### src/rtl/wbarb_pkg.sv
// Shared types, constants and the round-robin pick function for the wbarb Wishbone arbiter.
// Latency: n/a (types, constants and a combinational function only).
// Backpressure: n/a.
package wbarb_pkg;

    // Upper bound on the master count; the picker always works on this many request bits.
    localparam int NM_MAX = 8;

    typedef enum logic {
        ST_IDLE    = 1'b0,
        ST_GRANTED = 1'b1
    } state_t;

    // Wishbone cycle type identifiers
    localparam logic [2:0] CTI_CLASSIC   = 3'b000;
    localparam logic [2:0] CTI_INC_BURST = 3'b010;
    localparam logic [2:0] CTI_END_BURST = 3'b111;

    typedef struct packed {
        logic       vld;
        logic [2:0] idx;
    } pick_t;

    // First set bit of req scanning upward from last+1, wrapping modulo nm.
    // Bits at or above nm are never selected.
    function automatic pick_t rr_pick(input logic [NM_MAX-1:0] req,
                                      input logic [2:0]        last,
                                      input int                nm);
        pick_t      p;
        int         pos;
        logic [2:0] pos3;
        p = '0;
        for (int k = 1; k <= NM_MAX; k++) begin
            if (k <= nm && !p.vld) begin
                pos  = (int'(last) + k) % nm;
                pos3 = 3'(pos);
                if (req[pos3]) begin
                    p.vld = 1'b1;
                    p.idx = pos3;
                end
            end
        end
        return p;
    endfunction

endpackage

### src/rtl/wbarb_if.sv
// Bundle of all per-master and shared-slave Wishbone signals around the wbarb arbiter.
// Latency: n/a (wires only).
// Backpressure: n/a; the ack/err lines inside carry the Wishbone stall semantics.
// Ports: per-master buses are packed, master i in slice i. Modport 'slave' is the
// arbiter's view (it is the slave the masters talk to and drives the shared bus);
// modport 'master' is the view of the surrounding agents (masters plus the target).
interface wbarb_if #(
    parameter int NM = 4
);
    logic [NM*32-1:0] m_adr_i;
    logic [NM*32-1:0] m_dat_i;
    logic [NM*4-1:0]  m_sel_i;
    logic [NM*3-1:0]  m_cti_i;
    logic [NM-1:0]    m_we_i;
    logic [NM-1:0]    m_cyc_i;
    logic [NM-1:0]    m_stb_i;
    logic [31:0]      m_dat_o;
    logic [NM-1:0]    m_ack_o;
    logic [NM-1:0]    m_err_o;

    logic [31:0]      s_adr_o;
    logic [31:0]      s_dat_o;
    logic [3:0]       s_sel_o;
    logic [2:0]       s_cti_o;
    logic             s_we_o;
    logic             s_cyc_o;
    logic             s_stb_o;
    logic [31:0]      s_dat_i;
    logic             s_ack_i;

    logic [NM-1:0]    gnt_o;

    modport slave (
        input  m_adr_i, m_dat_i, m_sel_i, m_cti_i, m_we_i, m_cyc_i, m_stb_i,
        input  s_dat_i, s_ack_i,
        output m_dat_o, m_ack_o, m_err_o,
        output s_adr_o, s_dat_o, s_sel_o, s_cti_o, s_we_o, s_cyc_o, s_stb_o,
        output gnt_o
    );

    modport master (
        output m_adr_i, m_dat_i, m_sel_i, m_cti_i, m_we_i, m_cyc_i, m_stb_i,
        output s_dat_i, s_ack_i,
        input  m_dat_o, m_ack_o, m_err_o,
        input  s_adr_o, s_dat_o, s_sel_o, s_cti_o, s_we_o, s_cyc_o, s_stb_o,
        input  gnt_o
    );

endinterface

### src/rtl/wbarb_rr.sv
// Combinational round-robin picker: first requester after 'last', wrapping modulo NM.
// Latency: 0 cycles (pure combinational).
// Backpressure: none; requests are sampled as presented, nothing is latched.
// Ports: req (one bit per master), last (previous winner), vld/idx (winner found / index).
module wbarb_rr
    import wbarb_pkg::*;
#(
    parameter int NM = 4
) (
    input  logic [NM-1:0] req,
    input  logic [2:0]    last,
    output logic          vld,
    output logic [2:0]    idx
);

    logic [NM_MAX-1:0] req_ext;
    pick_t             pick;

    always_comb begin
        req_ext         = '0;
        req_ext[NM-1:0] = req;
        pick            = rr_pick(req_ext, last, NM);
    end

    assign vld = pick.vld;
    assign idx = pick.idx;

endmodule

### src/rtl/wbarb.sv
// Round-robin Wishbone arbiter: NM masters share one slave port, grant held for the whole cyc.
// Latency: cyc seen at edge n -> grant at n+1; one dead IDLE cycle between owners; data path combinational.
// Backpressure: losers see no ack and must hold cyc/stb; owner stalls on the slave ack; never preempts.
// Ports: sys_clk, sys_rst_n (async active-low), bus (wbarb_if.slave: per-master m_*, shared s_*, gnt_o).
// Build option WBARB_TIMEOUT_EN: watchdog errors a cycle after TIMEOUT strobed cycles without ack.
module wbarb
    import wbarb_pkg::*;
#(
    parameter int NM      = 4,
    parameter int TIMEOUT = 1024
) (
    input  logic    sys_clk,
    input  logic    sys_rst_n,
    wbarb_if.slave  bus
);

    state_t     state, state_nx;
    logic [2:0] own, own_nx;
    logic [2:0] last, last_nx;
    logic       pick_vld;
    logic [2:0] pick_idx;
    logic       granted;
    logic       owner_cyc;
    logic       owner_stb;
    logic       wd_fire;
    logic [2:0] mux_idx;

    wbarb_rr #(.NM(NM)) u_rr (
        .req  (bus.m_cyc_i),
        .last (last),
        .vld  (pick_vld),
        .idx  (pick_idx)
    );

    assign granted = (state == ST_GRANTED);

    always_comb begin
        owner_cyc = 1'b0;
        owner_stb = 1'b0;
        for (int i = 0; i < NM; i++) begin
            if (own == 3'(i)) begin
                owner_cyc = bus.m_cyc_i[i];
                owner_stb = bus.m_stb_i[i];
            end
        end
    end

    always_ff @(posedge sys_clk or negedge sys_rst_n) begin
        if (!sys_rst_n) begin
            state <= ST_IDLE;
            own   <= '0;
            last  <= 3'(NM - 1);   // master 0 wins first after reset
        end else begin
            state <= state_nx;
            own   <= own_nx;
            last  <= last_nx;
        end
    end

    always_comb begin
        state_nx = state;
        own_nx   = own;
        last_nx  = last;
        case (state)
            ST_IDLE: begin
                if (pick_vld) begin
                    state_nx = ST_GRANTED;
                    own_nx   = pick_idx;
                    last_nx  = pick_idx;
                end
            end
            ST_GRANTED: begin
                // Release only on the owner's cyc low; a hand-over always passes through IDLE.
                if (!owner_cyc) begin
                    state_nx = ST_IDLE;
                end
            end
            default: state_nx = ST_IDLE;
        endcase
    end

`ifdef WBARB_TIMEOUT_EN
    localparam int CW = $clog2(TIMEOUT + 1);

    logic [CW-1:0] wd_cnt;

    assign wd_fire = granted && (wd_cnt == CW'(TIMEOUT));

    always_ff @(posedge sys_clk or negedge sys_rst_n) begin
        if (!sys_rst_n) begin
            wd_cnt <= '0;
        end else if (!granted || state_nx != ST_GRANTED || bus.s_ack_i || wd_fire) begin
            wd_cnt <= '0;
        end else if (owner_stb) begin
            wd_cnt <= wd_cnt + CW'(1);
        end
    end
`else
    logic unused_cfg;
    assign wd_fire    = 1'b0;
    assign unused_cfg = ^(32'(TIMEOUT));
`endif

    // In IDLE the data path shows master 0; the slave ignores it since cyc/stb are low.
    assign mux_idx = granted ? own : 3'd0;

    always_comb begin
        bus.s_adr_o = '0;
        bus.s_dat_o = '0;
        bus.s_sel_o = '0;
        bus.s_cti_o = '0;
        bus.s_we_o  = 1'b0;
        for (int i = 0; i < NM; i++) begin
            if (mux_idx == 3'(i)) begin
                bus.s_adr_o = bus.m_adr_i[i*32 +: 32];
                bus.s_dat_o = bus.m_dat_i[i*32 +: 32];
                bus.s_sel_o = bus.m_sel_i[i*4 +: 4];
                bus.s_cti_o = bus.m_cti_i[i*3 +: 3];
                bus.s_we_o  = bus.m_we_i[i];
            end
        end
    end

    // Strobe is withdrawn in the watchdog cycle so the slave cannot complete the errored access.
    assign bus.s_cyc_o = granted && owner_cyc;
    assign bus.s_stb_o = granted && owner_stb && !wd_fire;
    assign bus.m_dat_o = bus.s_dat_i;

    always_comb begin
        bus.m_ack_o = '0;
        bus.m_err_o = '0;
        bus.gnt_o   = '0;
        for (int i = 0; i < NM; i++) begin
            if (granted && own == 3'(i)) begin
                bus.gnt_o[i]   = 1'b1;
                bus.m_ack_o[i] = bus.s_ack_i;
                bus.m_err_o[i] = wd_fire;
            end
        end
    end

endmodule

### src/flat_wrapper.sv
// flat-port wrapper written by rule: the top's interface ports become plain ports
module wbarb_flat import wbarb_pkg::*;
#(
    parameter int NM      = 4,
    parameter int TIMEOUT = 1024
)
  (sys_clk, sys_rst_n, bus_m_adr_i, bus_m_dat_i, bus_m_sel_i, bus_m_cti_i, bus_m_we_i, bus_m_cyc_i, bus_m_stb_i, bus_s_dat_i, bus_s_ack_i, bus_m_dat_o, bus_m_ack_o, bus_m_err_o, bus_s_adr_o, bus_s_dat_o, bus_s_sel_o, bus_s_cti_o, bus_s_we_o, bus_s_cyc_o, bus_s_stb_o, bus_gnt_o);
  wbarb_if #(.NM(NM)) bus_i ();
  input  logic sys_clk;
  input  logic sys_rst_n;
  input wire logic [$bits(bus_i.m_adr_i)-1:0] bus_m_adr_i;
  input wire logic [$bits(bus_i.m_dat_i)-1:0] bus_m_dat_i;
  input wire logic [$bits(bus_i.m_sel_i)-1:0] bus_m_sel_i;
  input wire logic [$bits(bus_i.m_cti_i)-1:0] bus_m_cti_i;
  input wire logic [$bits(bus_i.m_we_i)-1:0] bus_m_we_i;
  input wire logic [$bits(bus_i.m_cyc_i)-1:0] bus_m_cyc_i;
  input wire logic [$bits(bus_i.m_stb_i)-1:0] bus_m_stb_i;
  input wire logic [$bits(bus_i.s_dat_i)-1:0] bus_s_dat_i;
  input wire logic [$bits(bus_i.s_ack_i)-1:0] bus_s_ack_i;
  output wire logic [$bits(bus_i.m_dat_o)-1:0] bus_m_dat_o;
  output wire logic [$bits(bus_i.m_ack_o)-1:0] bus_m_ack_o;
  output wire logic [$bits(bus_i.m_err_o)-1:0] bus_m_err_o;
  output wire logic [$bits(bus_i.s_adr_o)-1:0] bus_s_adr_o;
  output wire logic [$bits(bus_i.s_dat_o)-1:0] bus_s_dat_o;
  output wire logic [$bits(bus_i.s_sel_o)-1:0] bus_s_sel_o;
  output wire logic [$bits(bus_i.s_cti_o)-1:0] bus_s_cti_o;
  output wire logic [$bits(bus_i.s_we_o)-1:0] bus_s_we_o;
  output wire logic [$bits(bus_i.s_cyc_o)-1:0] bus_s_cyc_o;
  output wire logic [$bits(bus_i.s_stb_o)-1:0] bus_s_stb_o;
  output wire logic [$bits(bus_i.gnt_o)-1:0] bus_gnt_o;
  assign bus_i.m_adr_i = bus_m_adr_i;
  assign bus_i.m_dat_i = bus_m_dat_i;
  assign bus_i.m_sel_i = bus_m_sel_i;
  assign bus_i.m_cti_i = bus_m_cti_i;
  assign bus_i.m_we_i = bus_m_we_i;
  assign bus_i.m_cyc_i = bus_m_cyc_i;
  assign bus_i.m_stb_i = bus_m_stb_i;
  assign bus_i.s_dat_i = bus_s_dat_i;
  assign bus_i.s_ack_i = bus_s_ack_i;
  assign bus_m_dat_o = bus_i.m_dat_o;
  assign bus_m_ack_o = bus_i.m_ack_o;
  assign bus_m_err_o = bus_i.m_err_o;
  assign bus_s_adr_o = bus_i.s_adr_o;
  assign bus_s_dat_o = bus_i.s_dat_o;
  assign bus_s_sel_o = bus_i.s_sel_o;
  assign bus_s_cti_o = bus_i.s_cti_o;
  assign bus_s_we_o = bus_i.s_we_o;
  assign bus_s_cyc_o = bus_i.s_cyc_o;
  assign bus_s_stb_o = bus_i.s_stb_o;
  assign bus_gnt_o = bus_i.gnt_o;
  wbarb #(.NM(NM), .TIMEOUT(TIMEOUT)) u_core (.sys_clk(sys_clk), .sys_rst_n(sys_rst_n), .bus(bus_i));
endmodule
### config.mk
export PLATFORM = sky130hd
export DESIGN_NAME = wbarb_flat
export DESIGN_NICKNAME = d
export VERILOG_FILES = /design/src/rtl/wbarb_pkg.sv /design/src/rtl/wbarb_if.sv /design/src/rtl/wbarb_rr.sv /design/src/rtl/wbarb.sv /design/src/flat_wrapper.sv
export SDC_FILE = /design/constraint.sdc
export NUM_CORES = 1
export LEC_CHECK = 0
export CAP_MARGIN = 40
export CORE_AREA = 2 2 172 174
export CTS_CLUSTER_SIZE = 16
export DETAILED_ROUTE_END_ITERATION = 8
export DIE_AREA = 0 0 174 176
export PLACE_DENSITY = 0.45
export SYNTH_ARGS = -nofsm -noshare
export SYNTH_HDL_FRONTEND = slang
export SYNTH_HIERARCHICAL = 1
export SYNTH_SLANG_ARGS = --single-unit
export TNS_END_PERCENT = 100
### constraint.sdc
create_clock -name sys_clk -period 2.26 [get_ports sys_clk]
set_input_delay 0.339 -clock sys_clk [delete_from_list [all_inputs] [get_ports sys_clk]]
set_output_delay 0.339 -clock sys_clk [all_outputs]
set_load 0.1 [all_outputs]
==> impl_metrics.yaml <==
detailed_routing:
  first_pass_iters: 5
  drtIter0Drc: 289
  num_vias: 5395
  vias_per_cell: 4.28
  finalWirelength_um: 24300
  routedWlPerCell_um: 19.3
  post-route-drc-count: 0
  ant_nets: 0
global_route:
  track_usage_pct: 15.0
  grt_pass1_vias: 5558
  antenna_found_initial: 2
  grt_max_degree: 55
  grt_pass1_wl_um: 35500
  grt_overflow: 0
yosys:
  synth_seq_cells: 6
  synth_warnings: 6
  async_reset_ff_share_pct: 100
  synth_top_area_share_pct: 10.4
  synth_top_area_cell: "buf_4"
  syn_inst: 560
  netlist_area_um2: 3610
  syn_area_per_cell_um2: 6.45
  yosys-top-cells-count: "nand2_1 (60), buf_4 (50), nor2b_1 (48), and3_1 (46), nor2_1 (36)"
  yosysSeqAreaShare_pct: 4.23
  synthFlopType: "dfrtp_1"
  synth_edf_count: 0
  synth.distinct_cells: 40
  yosys-top-cells-area: "buf_4 (10%), nor2b_1 (8.3%), and3_1 (8.0%)"
  synth.most_common_cell: "nand2_1"
floorplanning:
  die_w_um: 174
  io_pins: 449
  start_util_pct: 12.6
  num_rows: 62
  dieArea_um2: 30600
  core_um2: 28500
  chipHeight_um: 176
placed_design:
  buffer_ports.inserted: 380
  gp_congestion: 0.791
  place_area_um2: 9020
  dpl.cell_count: 1250
  dp_hpwl_um: 18800
timing:
  finalMaxSlewViolations: 0
  setup_viol: 0
  max_freq_mhz: 449
  hold_ws_ps: 358
  hold_viol: 0
  period_minus_slack_ps: 2230
  finClkSkew_ps: 2.79
  grt_setup_unrepaired: "true"
  finalCritPeriodShare_pct: 98.5
critical_path:
  cp_data_required_time_ps: 1920
  cp-end-kind: "output pin"
  path_common_cell: "buf_12"
  path_cells: "buf_12 > buf_16 > mux2_2 > a22o_1 > and2_4 > buf_12"
  crit_type: "reg -> out"
  arrival_ps: 1890
  crit_fanout: 17
  critPathLaunchType: "register"
  slowest_stage: "dfrtp_4"
  max_stage_delay_ps: 480
  cp_top_family: "flip-flops"
  critPathBufInv: 3
cells_and_area:
  fin_cells: 1261
  nets: 1208
  final_cell_area_um2: 9290
  area_growth_pct: 157
  drive_above_1_share_pct: 23.6
  final_util_pct: 32.5
  filler_cell_count: 2967
min_path:
  hold_path.class: "in -> async"
clock_network:
  cts_hold_buf: 0
  cts_made_buffers: 3
  clockBufferDepth: 2
  clk_pin_slew_ps: 40
  ctsRootBufferMaster: "clkbuf_16"
  htreeDepth: 1
  cts_tree: "done"
  insertion_delay_ps: 230
  cts.sink_count: 6
flow_run:
  maxCapViolCount: 0
outcome:
  outcome: "complete, no violations"
-- state kept, by name (all words and copies together) (netlist names) --
name            flops
u_core/own          3
u_core/last         2
u_core/granted      1
-- final cells by class --
class | count | area [um2] | share of cell area [%]
flip-flops and latches | 6 | 163 | 1.75
clock buffers | 4 | 78.8 | 0.848
multi-input cells | 453 | 3500 | 37.6
well taps | 384 | 480 | 5.17
diodes | 1 | 2.50 | 0.0269
inverters | 4 | 20.0 | 0.215
repair buffers | 409 | 5050 | 54.4
-- cells by family after synthesis --
logic type,share of synthesized area [%]
compound gates,38.0
simple gates,30.2
buf+inv,18.6
mux,8.84
flops,4.23
other cells,0.208
-- routing by layer --
metal  routed length, um  track usage, %  vias to the layer above
met4                 337            2.14                        2
met1                9880            18.7                     2495
met3                1640            3.34                       20
met5                  13               0                        -
li1                    -               -                     2653
met2               12400            26.9                      225
-- per-stage QoR --
stage / setup WS (ps) / setup TNS (ps)
floorplan: -526 / -1100
global placement: 178 / 0
detailed placement: 156 / 0
CTS: -15.5 / -15.5
global route: -23.8 / -143
finish: 34.3 / 0
-- final timing paths --
path | start | endpoint | slack [ps] | cells past startpoint
setup / recovery | u_core/own[0] | bus_s_cyc_o | 30 | 6
hold / removal | sys_rst_n | u_core/granted | 360 | 1
setup reg to reg | u_core/own[0] | u_core/granted | 630 | 5
hold reg to reg | u_core/last[0] | u_core/last[0] | 490 | 2
max in group asynchronous | sys_rst_n | u_core/last[1] | 1630 | 1
min in group sys_clk | u_core/last[0] | u_core/last[0] | 490 | 2
-- cells in the final DEF, fill, tap and decap left out, types with 2 or more instances in the layout --
master and instances:
a21o_1 27, a21oi_1 2, a21oi_2 27, a222oi_1 12
a31oi_4 34, and2_2 2, and2_4 2, and3_1 46
buf_12 92, buf_4 12, buf_6 2, bufbuf_16 2
clkbuf_16 3, clkdlybuf4s50_1 298, conb_1 5, dfrtp_2 2
dfrtp_4 2, dfstp_2 2, inv_2 2, mux2i_1 27
nand2_1 60, nand2b_1 4, nor2_1 36, nor2b_1 47
o211ai_1 34, o21ai_0 20, o21ai_1 19, o21ai_2 7
o22ai_1 25
-- repair_timing --
action	in CTS	in global routing
gates cloned	2	0
pin swaps	0	3
resized for setup	4	28
endpoints found under the setup margin	1	42
setup buffers	0	4
Power is left out: the tool's default activity adds up to more than one toggle a clock period on the data nets, which glitch-free logic cannot reach.
